<file path="config.mk">
export PLATFORM = sky130hd
export DESIGN_NAME = qdiv_seq
export DESIGN_NICKNAME = d
export VERILOG_FILES = /design/src/rtl/qdiv_seq.sv
export SDC_FILE = /design/constraint.sdc
export NUM_CORES = 1
export LEC_CHECK = 0
export BUFFER_PORTS_ARGS = -buffer_cell sky130_fd_sc_hd__buf_2
export CORE_ASPECT_RATIO = 1.25
export CORE_MARGIN = 2
export CORE_UTILIZATION = 53
export CTS_CLUSTER_SIZE = 8
export DETAILED_ROUTE_END_ITERATION = 10
export GPL_TIMING_DRIVEN = 0
export PLACE_DENSITY = 0.77
export SYNTH_ARGS = -nofsm -noshare
export SYNTH_HDL_FRONTEND = slang
export SYNTH_SLANG_ARGS = --single-unit
</file>
<file path="constraint.sdc">
create_clock -name clk -period 2.9 [get_ports clk]
set_clock_uncertainty 0.1 [all_clocks]
set_input_delay 0.145 -clock clk [delete_from_list [all_inputs] [get_ports clk]]
set_output_delay 0.145 -clock clk [all_outputs]
set_load 0.02 [all_outputs]
</file>
<file path="src/rtl/qdiv_seq.sv">
// Sequential sign-magnitude fixed-point divider (restoring, one quotient bit per clock).
// Optional round-half-up on magnitude: define QDIV_ROUND_EN.
module qdiv_seq #(
    parameter int Q = 15,
    parameter int N = 32
) (
    input  logic         clk,
    input  logic         rst_n,
    input  logic         in_valid,
    output logic         in_ready,
    input  logic [N-1:0] i_dividend,
    input  logic [N-1:0] i_divisor,
    output logic         out_valid,
    input  logic         out_ready,
    output logic [N-1:0] o_quotient,
    output logic         o_ovr,
    output logic         o_dbz
);

    localparam int M = N - 1;
`ifdef QDIV_ROUND_EN
    localparam int ITER = N + Q;
`else
    localparam int ITER = N - 1 + Q;
`endif
    localparam int CW = $clog2(ITER);

    typedef enum logic [1:0] {IDLE, CALC, DONE} state_t;

    state_t          state_q, state_d;
    logic [N-1:0]    rem_q, rem_d;
    logic [ITER-1:0] num_q, num_d;
    logic [CW-1:0]   cnt_q, cnt_d;
    logic [M-1:0]    dv_q, dv_d;
    logic            sgn_q, sgn_d;
    logic [N-1:0]    quo_q, quo_d;
    logic            ovr_q, ovr_d;
    logic            dbz_q, dbz_d;

    logic            dv_zero;
    logic            in_sgn;
    logic [ITER-1:0] numer;
    logic            qb_a, qb_c;
    logic [N-1:0]    rem_a, rem_c;
    logic [ITER-1:0] raw;
    logic [M-1:0]    res_mag;
    logic            res_ovr;
    logic            res_sgn;

    // One restoring step: returns {quotient bit, new remainder}.
    function automatic logic [N:0] div_step(input logic [N-1:0] rem,
                                            input logic         nb,
                                            input logic [M-1:0] dv);
        logic [N-1:0] sh;
        logic         qb;
        sh = {rem[N-2:0], nb};
        qb = ({rem, nb} >= {2'b00, dv});
        return {qb, qb ? (sh - {1'b0, dv}) : sh};
    endfunction

    assign dv_zero = (i_divisor[M-1:0] == '0);
    assign in_sgn  = i_dividend[N-1] ^ i_divisor[N-1];
    assign numer   = {i_dividend[M-1:0], {(ITER-M){1'b0}}};

    // The first (trivial) iteration is folded into the accept edge so that
    // out_valid appears a fixed ITER cycles after accept.
    assign {qb_a, rem_a} = div_step('0, numer[ITER-1], i_divisor[M-1:0]);
    assign {qb_c, rem_c} = div_step(rem_q, num_q[ITER-1], dv_q);
    assign raw = {num_q[ITER-2:0], qb_c};

`ifdef QDIV_ROUND_EN
    logic [M:0] rnd;
    logic       sat;
    always_comb begin
        sat     = |raw[ITER-1:M+1];
        rnd     = {1'b0, raw[M:1]} + {{M{1'b0}}, raw[0]};
        res_ovr = sat | rnd[M];
        res_mag = res_ovr ? '1 : rnd[M-1:0];
    end
`else
    always_comb begin
        res_ovr = |raw[ITER-1:M];
        res_mag = res_ovr ? '1 : raw[M-1:0];
    end
`endif

    assign res_sgn = sgn_q & (|res_mag);

    always_ff @(posedge clk or negedge rst_n) begin
        if (!rst_n) state_q <= IDLE;
        else        state_q <= state_d;
    end

    always_comb begin
        state_d = state_q;
        case (state_q)
            IDLE:    if (in_valid) state_d = dv_zero ? DONE : CALC;
            CALC:    if (cnt_q == CW'(1)) state_d = DONE;
            DONE:    if (out_ready) state_d = IDLE;
            default: state_d = IDLE;
        endcase
    end

    always_comb begin
        in_ready  = (state_q == IDLE);
        out_valid = (state_q == DONE);
    end

    always_comb begin
        rem_d = rem_q;
        num_d = num_q;
        cnt_d = cnt_q;
        dv_d  = dv_q;
        sgn_d = sgn_q;
        quo_d = quo_q;
        ovr_d = ovr_q;
        dbz_d = dbz_q;
        case (state_q)
            IDLE: begin
                if (in_valid) begin
                    sgn_d = in_sgn;
                    dv_d  = i_divisor[M-1:0];
                    if (dv_zero) begin
                        quo_d = {in_sgn, {M{1'b1}}};
                        ovr_d = 1'b1;
                        dbz_d = 1'b1;
                    end else begin
                        rem_d = rem_a;
                        num_d = {numer[ITER-2:0], qb_a};
                        cnt_d = CW'(ITER - 1);
                    end
                end
            end
            CALC: begin
                rem_d = rem_c;
                num_d = raw;
                cnt_d = cnt_q - CW'(1);
                if (cnt_q == CW'(1)) begin
                    quo_d = {res_sgn, res_mag};
                    ovr_d = res_ovr;
                    dbz_d = 1'b0;
                end
            end
            default: ;
        endcase
    end

    always_ff @(posedge clk or negedge rst_n) begin
        if (!rst_n) begin
            rem_q <= '0;
            num_q <= '0;
            cnt_q <= '0;
            dv_q  <= '0;
            sgn_q <= 1'b0;
            quo_q <= '0;
            ovr_q <= 1'b0;
            dbz_q <= 1'b0;
        end else begin
            rem_q <= rem_d;
            num_q <= num_d;
            cnt_q <= cnt_d;
            dv_q  <= dv_d;
            sgn_q <= sgn_d;
            quo_q <= quo_d;
            ovr_q <= ovr_d;
            dbz_q <= dbz_d;
        end
    end

    assign o_quotient = quo_q;
    assign o_ovr      = ovr_q;
    assign o_dbz      = dbz_q;

endmodule

</file>
# Yosys cells after proc, flatten, opt, wreduce, memory -nomap -nowiden
# Cells that the tools add are included.
# word_totals
inputBits	68
register_bits	152
output_inout_bits	36
# classes
mux	27
eq_ne	8
bitwise	2
magnitude_cmp	2
add_sub_neg	3
n_reduce_logical	9
# ops
op	n
$mux W32	7
$pmux W32 S2	2
$mux W46	2
$pmux W46 S2	1
$ge A33 B31 Y1	1
$sub A1 B31 Y32	1
$sub A32 B31 Y32	1
$ge A1 B31 Y1	1
$logic_not A31 Y1	1
$mux W31	1
$reduce_or A31 Y1	1
$reduce_or A15 Y1	1
$mux W6	2
$pmux W6 S2	1
$mux W2	4
$eq A6 B1 Y1 const B	1
$ne A2 B2 Y1 const B	3
$pmux W2 S3	1
$reduce_and A3 Y1	2
$sub A6 B1 Y6 const B	1
$mux W1	4
$ne A2 B1 Y1 const B	2
$pmux W1 S2	2
$reduce_and A4 Y1	1
7 further kinds	7

# Logic depth before layout (Yosys ltp)
# logic_depth
word_depth	6
depth_mapped	12
ltp_nobuf	12

# Worst setup path after synthesis
# Ideal clock, no wire load.
# synth_path
path_type	flip-flop to flip-flop
from	reg num_q[45]
to	reg rem_q[30]
slack_ns	0.189
stages_incl_launch_ff	13
t_arrival_ns	2.485
cell_sequence	dfrtp_1 > inv_1 > ha_1 > fa_1 > nand2b_1 > a21oi_1 > o211a_1 > a21oi_2 > a211oi_2 > nor2_2 > o211ai_1 > xor2_1 > a221o_1
# synth_via
elab_chain_cells	3
# synth_rtl
element	line_no	rtl
from (decl)	32	logic [ITER-1:0] num_q, num_d;
from (signal assigned)	160	num_q <= num_d;
$sub A32 B31 Y32 / $ge A33 B31 Y1 (equally long branches)	58, 57	
$mux W32 (*)	58	return {qb, qb ? (sh - {1'b0, dv}) : sh};
$pmux W32 S2 (*)	118	case (state_q)
to (signal assigned)	159	rem_q <= rem_d;
to (decl)	31	logic [N-1:0] rem_q, rem_d;
# Every way passes the cells marked *; elsewhere a longest branch is shown, timed or not.
# A chain may end at the register's enable or synchronous reset.

# Worst setup path in the final report
# layout_path
from	reg rem_q[9]
to	reg rem_q[14]
# layout_via
elab_chain_cells	3
# layout_rtl
element	line_no
$sub A32 B31 Y32 / $ge A33 B31 Y1 (equally long branches)	58, 57
$mux W32 (*)	58
$pmux W32 S2 (*)	118
# Marked as above.

==> results_dict.tcl <==
set metrics [dict create \
    die_w_microns 115 \
    syn_area_sq_um 8210 \
    hold_depth 5 \
    outcome "complete, but fails checks" \
    synthAdderAreaFrac_pct 5.58 \
    violations "negative setup slack" \
    slew_headroom_pct 49.5 \
    start_util_pct 54.5 \
    leakage_nw 4.94 \
    post-route-min-period_ns 3.00 \
    cp-start-kind "flop" \
    cts_buffer_depth 2 \
    final_common_cell "dfrtp_1" \
    grt-ovfl-total 0 \
    worst_slack_ns -0.101 \
    peakVddDrop_v 0.000768 \
    cts.clk_slew.worst_paths_ns 0.06 \
    ff2ff_setup_slack_ns -0.10 \
    r2r.worst_path.cells 12 \
    htreeDepth 4 \
    finalSetupViolCount 8 \
    dp.final_hpwl_microns 15200 \
    tritoncts "done" \
    fmax_ghz 0.333 \
    preCtsSetupSlack_ns -0.162 \
    fin_cells 1324 \
    hold_violations 0 \
    synth_cell_type_count 66 \
    fin_crit_sh_pct 103 \
    worst_slew_pin_slew_ns 0.738 \
    hold_class "in -> reg" \
    synthArstFlopShare_pct 100 \
    grt_first_pass_wirelength_microns 35800 \
    worstPathMaxFanout 5 \
    synth-seq-area-share_pct 46.3 \
    muxShareOfSynthArea_pct 0.762 \
    grt_pass1_vias 7397 \
    syn_area_per_cell_sq_um 9.18 \
    synth-compound-area-share_pct 23.5 \
    drive_above_1_share_pct 21.7 \
    portBuffers 103 \
    required_ns 3.12 \
    total_power_mw 15.3 \
    ys_top_cells_by_area "dfrtp_1, nand2_1, ha_1" \
    drtIter0Drc 681 \
    row_count 50 \
    cts.sinks 152 \
    netlist.top_cell.by_area "dfrtp_1" \
    ios 104 \
    clk-insertion-delay-late_ns 0.43 \
    grt-busiest-layer "met2" \
    num_antenna_cells 0 \
    synth-xor-area-share_pct 2.77 \
    chipHeight_microns 143 \
    cts_buffers 17 \
    grtUsageMet1_pct 34.2 \
    synth_edf_count 0 \
    antenna_left 0 \
    rsz0062_at_grt "true" \
    gp_congestion 0.903 \
    power.density_nw_per_um2 1410 \
    antenna_found_initial 0 \
    fillers 1103 \
    critical_path_class "reg -> reg" \
    coreArea_sq_um 15100 \
    die-area_sq_um 16500 \
    met2_usage_pct 47.6 \
    drv_cap 0 \
    min_to "state_q[0]$_DFFE_PN0P_" \
    root_buffer "clkbuf_16" \
    finalMaxSlewViolations 0 \
    reg2reg_to "rem_q[14]$_DFFE_PN0P_" \
    drc 0 \
    vias 7752 \
    nets 1207 \
    yosys_warnings 0 \
    synthCells 895 \
    syn_to_final_growth_pct 31.4 \
    ys_ff_latch 152 \
    syn-num-nets 999 \
    place_inst 1207 \
    drt_pass1_iterations 7 \
    wl_per_cell_microns 17.5 \
    final_cell_mix "dfrtp_1, nand2_1, buf_2" \
    hp-start "in_valid" \
    track_usage_pct 27.7 \
    synth_top_area_share_pct 46.3 \
    grt_use_met3_pct 4.63 \
    critPathArrivalTime_ns 3.22 \
    finalWirelength_microns 23200 \
    r2r_start "rem_q[9]$_DFFE_PN0P_" \
    synth_top_family_by_area "compound AO/OA/AOI/OAI gates" \
    cp-end-kind "flop" \
    grt_max_degree 86 \
    synthSimpleGateAreaFrac_pct 16.3 \
    ys.flop_type "dfrtp_1" \
    drt-vias-per-instance 5.85 \
]
-- final cells by class --
cell class	count	area, sq um	share of cell area (%)
tap	208	260	2.41
timing repair buffer	190	1370	12.7
clock inverter	12	141	1.31
buffer	45	215	1.99
inverter	50	188	1.74
multi-input combinational	647	4360	40.4
sequential	152	3800	35.2
clock buffer	20	457	4.23
-- what timing repair did --
action	4_1_cts	5_1_grt
hold buffers	63	0
resized for setup	8	59
cloned	1	1
buffers inserted	6	15
hold endpoints to repair	146	0
endpoints found under the setup margin	26	45
pin swaps	8	24
-- power by group --
part / switching, mW / internal, mW
Combinational: 4.87 / 4.08
Sequential: 0.838 / 3.22
Clock: 0.924 / 1.32
-- through the flow --
stage | hold slack (ns) | utilization, % | area, sq um | TNS (ns)
floorplan | -0.251 | - | 8210 | 0
global placement | 0.261 | 59.6 | 8990 | -96.74
detailed placement | 0.151 | 59.9 | 9020 | -1.11
CTS | 0.0338 | 68.7 | 10400 | -0.141
global route | 0.101 | 71.6 | 10800 | -3.64
finish | 0.0523 | 71.6 | 10800 | -0.318
-- cells by family (layout without fill, tap and decap cells) --
logic type | Yosys count | count (layout)
AOI/OAI and AO/OA | 284 | 284
xor gates and xnor gates | 26 | 26
adders and majority gates | 36 | 36
buffers and inverters | 96 | 317
DFF | 152 | 152
muxes | 6 | 6
and+or+nand+nor | 295 | 295
-- per-layer routing --
metal	part of all wire, %	up-vias
met1	40	3764
met4	3.4	0
li1	-	3613
met3	5.7	69
met5	0	-
met2	51	306
-- synthesized netlist by cell type, drive strengths merged, types with 3 or more instances --
cell / instances
o21a: 3
buf: 13
dfrtp: 152
clkbuf: 33
o22a: 34
o31ai: 5
o211ai: 6
mux2i: 4
nor3: 9
nor2: 73
a221o: 4
a21oi: 44
a21o: 13
nor4: 18
o21bai: 4
nand2b: 11
a211oi: 3
xor2: 14
xnor2: 12
and2: 4
ha: 35
o21ai: 86
nand2: 142
nand4: 7
a22oi: 13
a22o: 17
o22ai: 3
a31oi: 33
and3: 4
nor2b: 8
inv: 50
nand3: 14
-- worst max path at each step --
stage / slack [ns] / to / start
6_report: -0.10 / rem_q[14]$_DFFE_PN0P_ / rem_q[9]$_DFFE_PN0P_
5_1_grt: -0.23 / rem_q[14]$_DFFE_PN0P_ / rem_q[9]$_DFFE_PN0P_
4_1_cts: -0.05 / rem_q[14]$_DFFE_PN0P_ / rem_q[0]$_DFFE_PN0P_
3_5_place_dp: -0.16 / rem_q[30]$_DFFE_PN0P_ / num_q[45]$_DFFE_PN0P_
3_3_place_gp: -0.64 / rem_q[24]$_DFFE_PN0P_ / rst_n
2_1_floorplan: 0.19 / rem_q[30]$_DFFE_PN0P_ / num_q[45]$_DFFE_PN0P_
-- registers in the layout (all words and copies together), names as in the netlist --
signal and cells:
o_dbz 1, num_q 46, state_q 2, dv_q 31
o_ovr 1, sgn_q 1, cnt_q 6, o_quotient 32
rem_q 32
-- worst max-delay path: stages, from the launching register on --
cell and delay (ns):
dfrtp_1 0.43, ha_4 0.28, a211oi_1 0.29, nor2_1 0.11, o41ai_2 0.24, buf_4 0.18, o21a_2 0.18, a21boi_4 0.09
nor3_4 0.32, buf_6 0.18, mux2i_1 0.22, nor2_1 0.07, o22a_1 0.18
(Power assumes the default switching activity.)
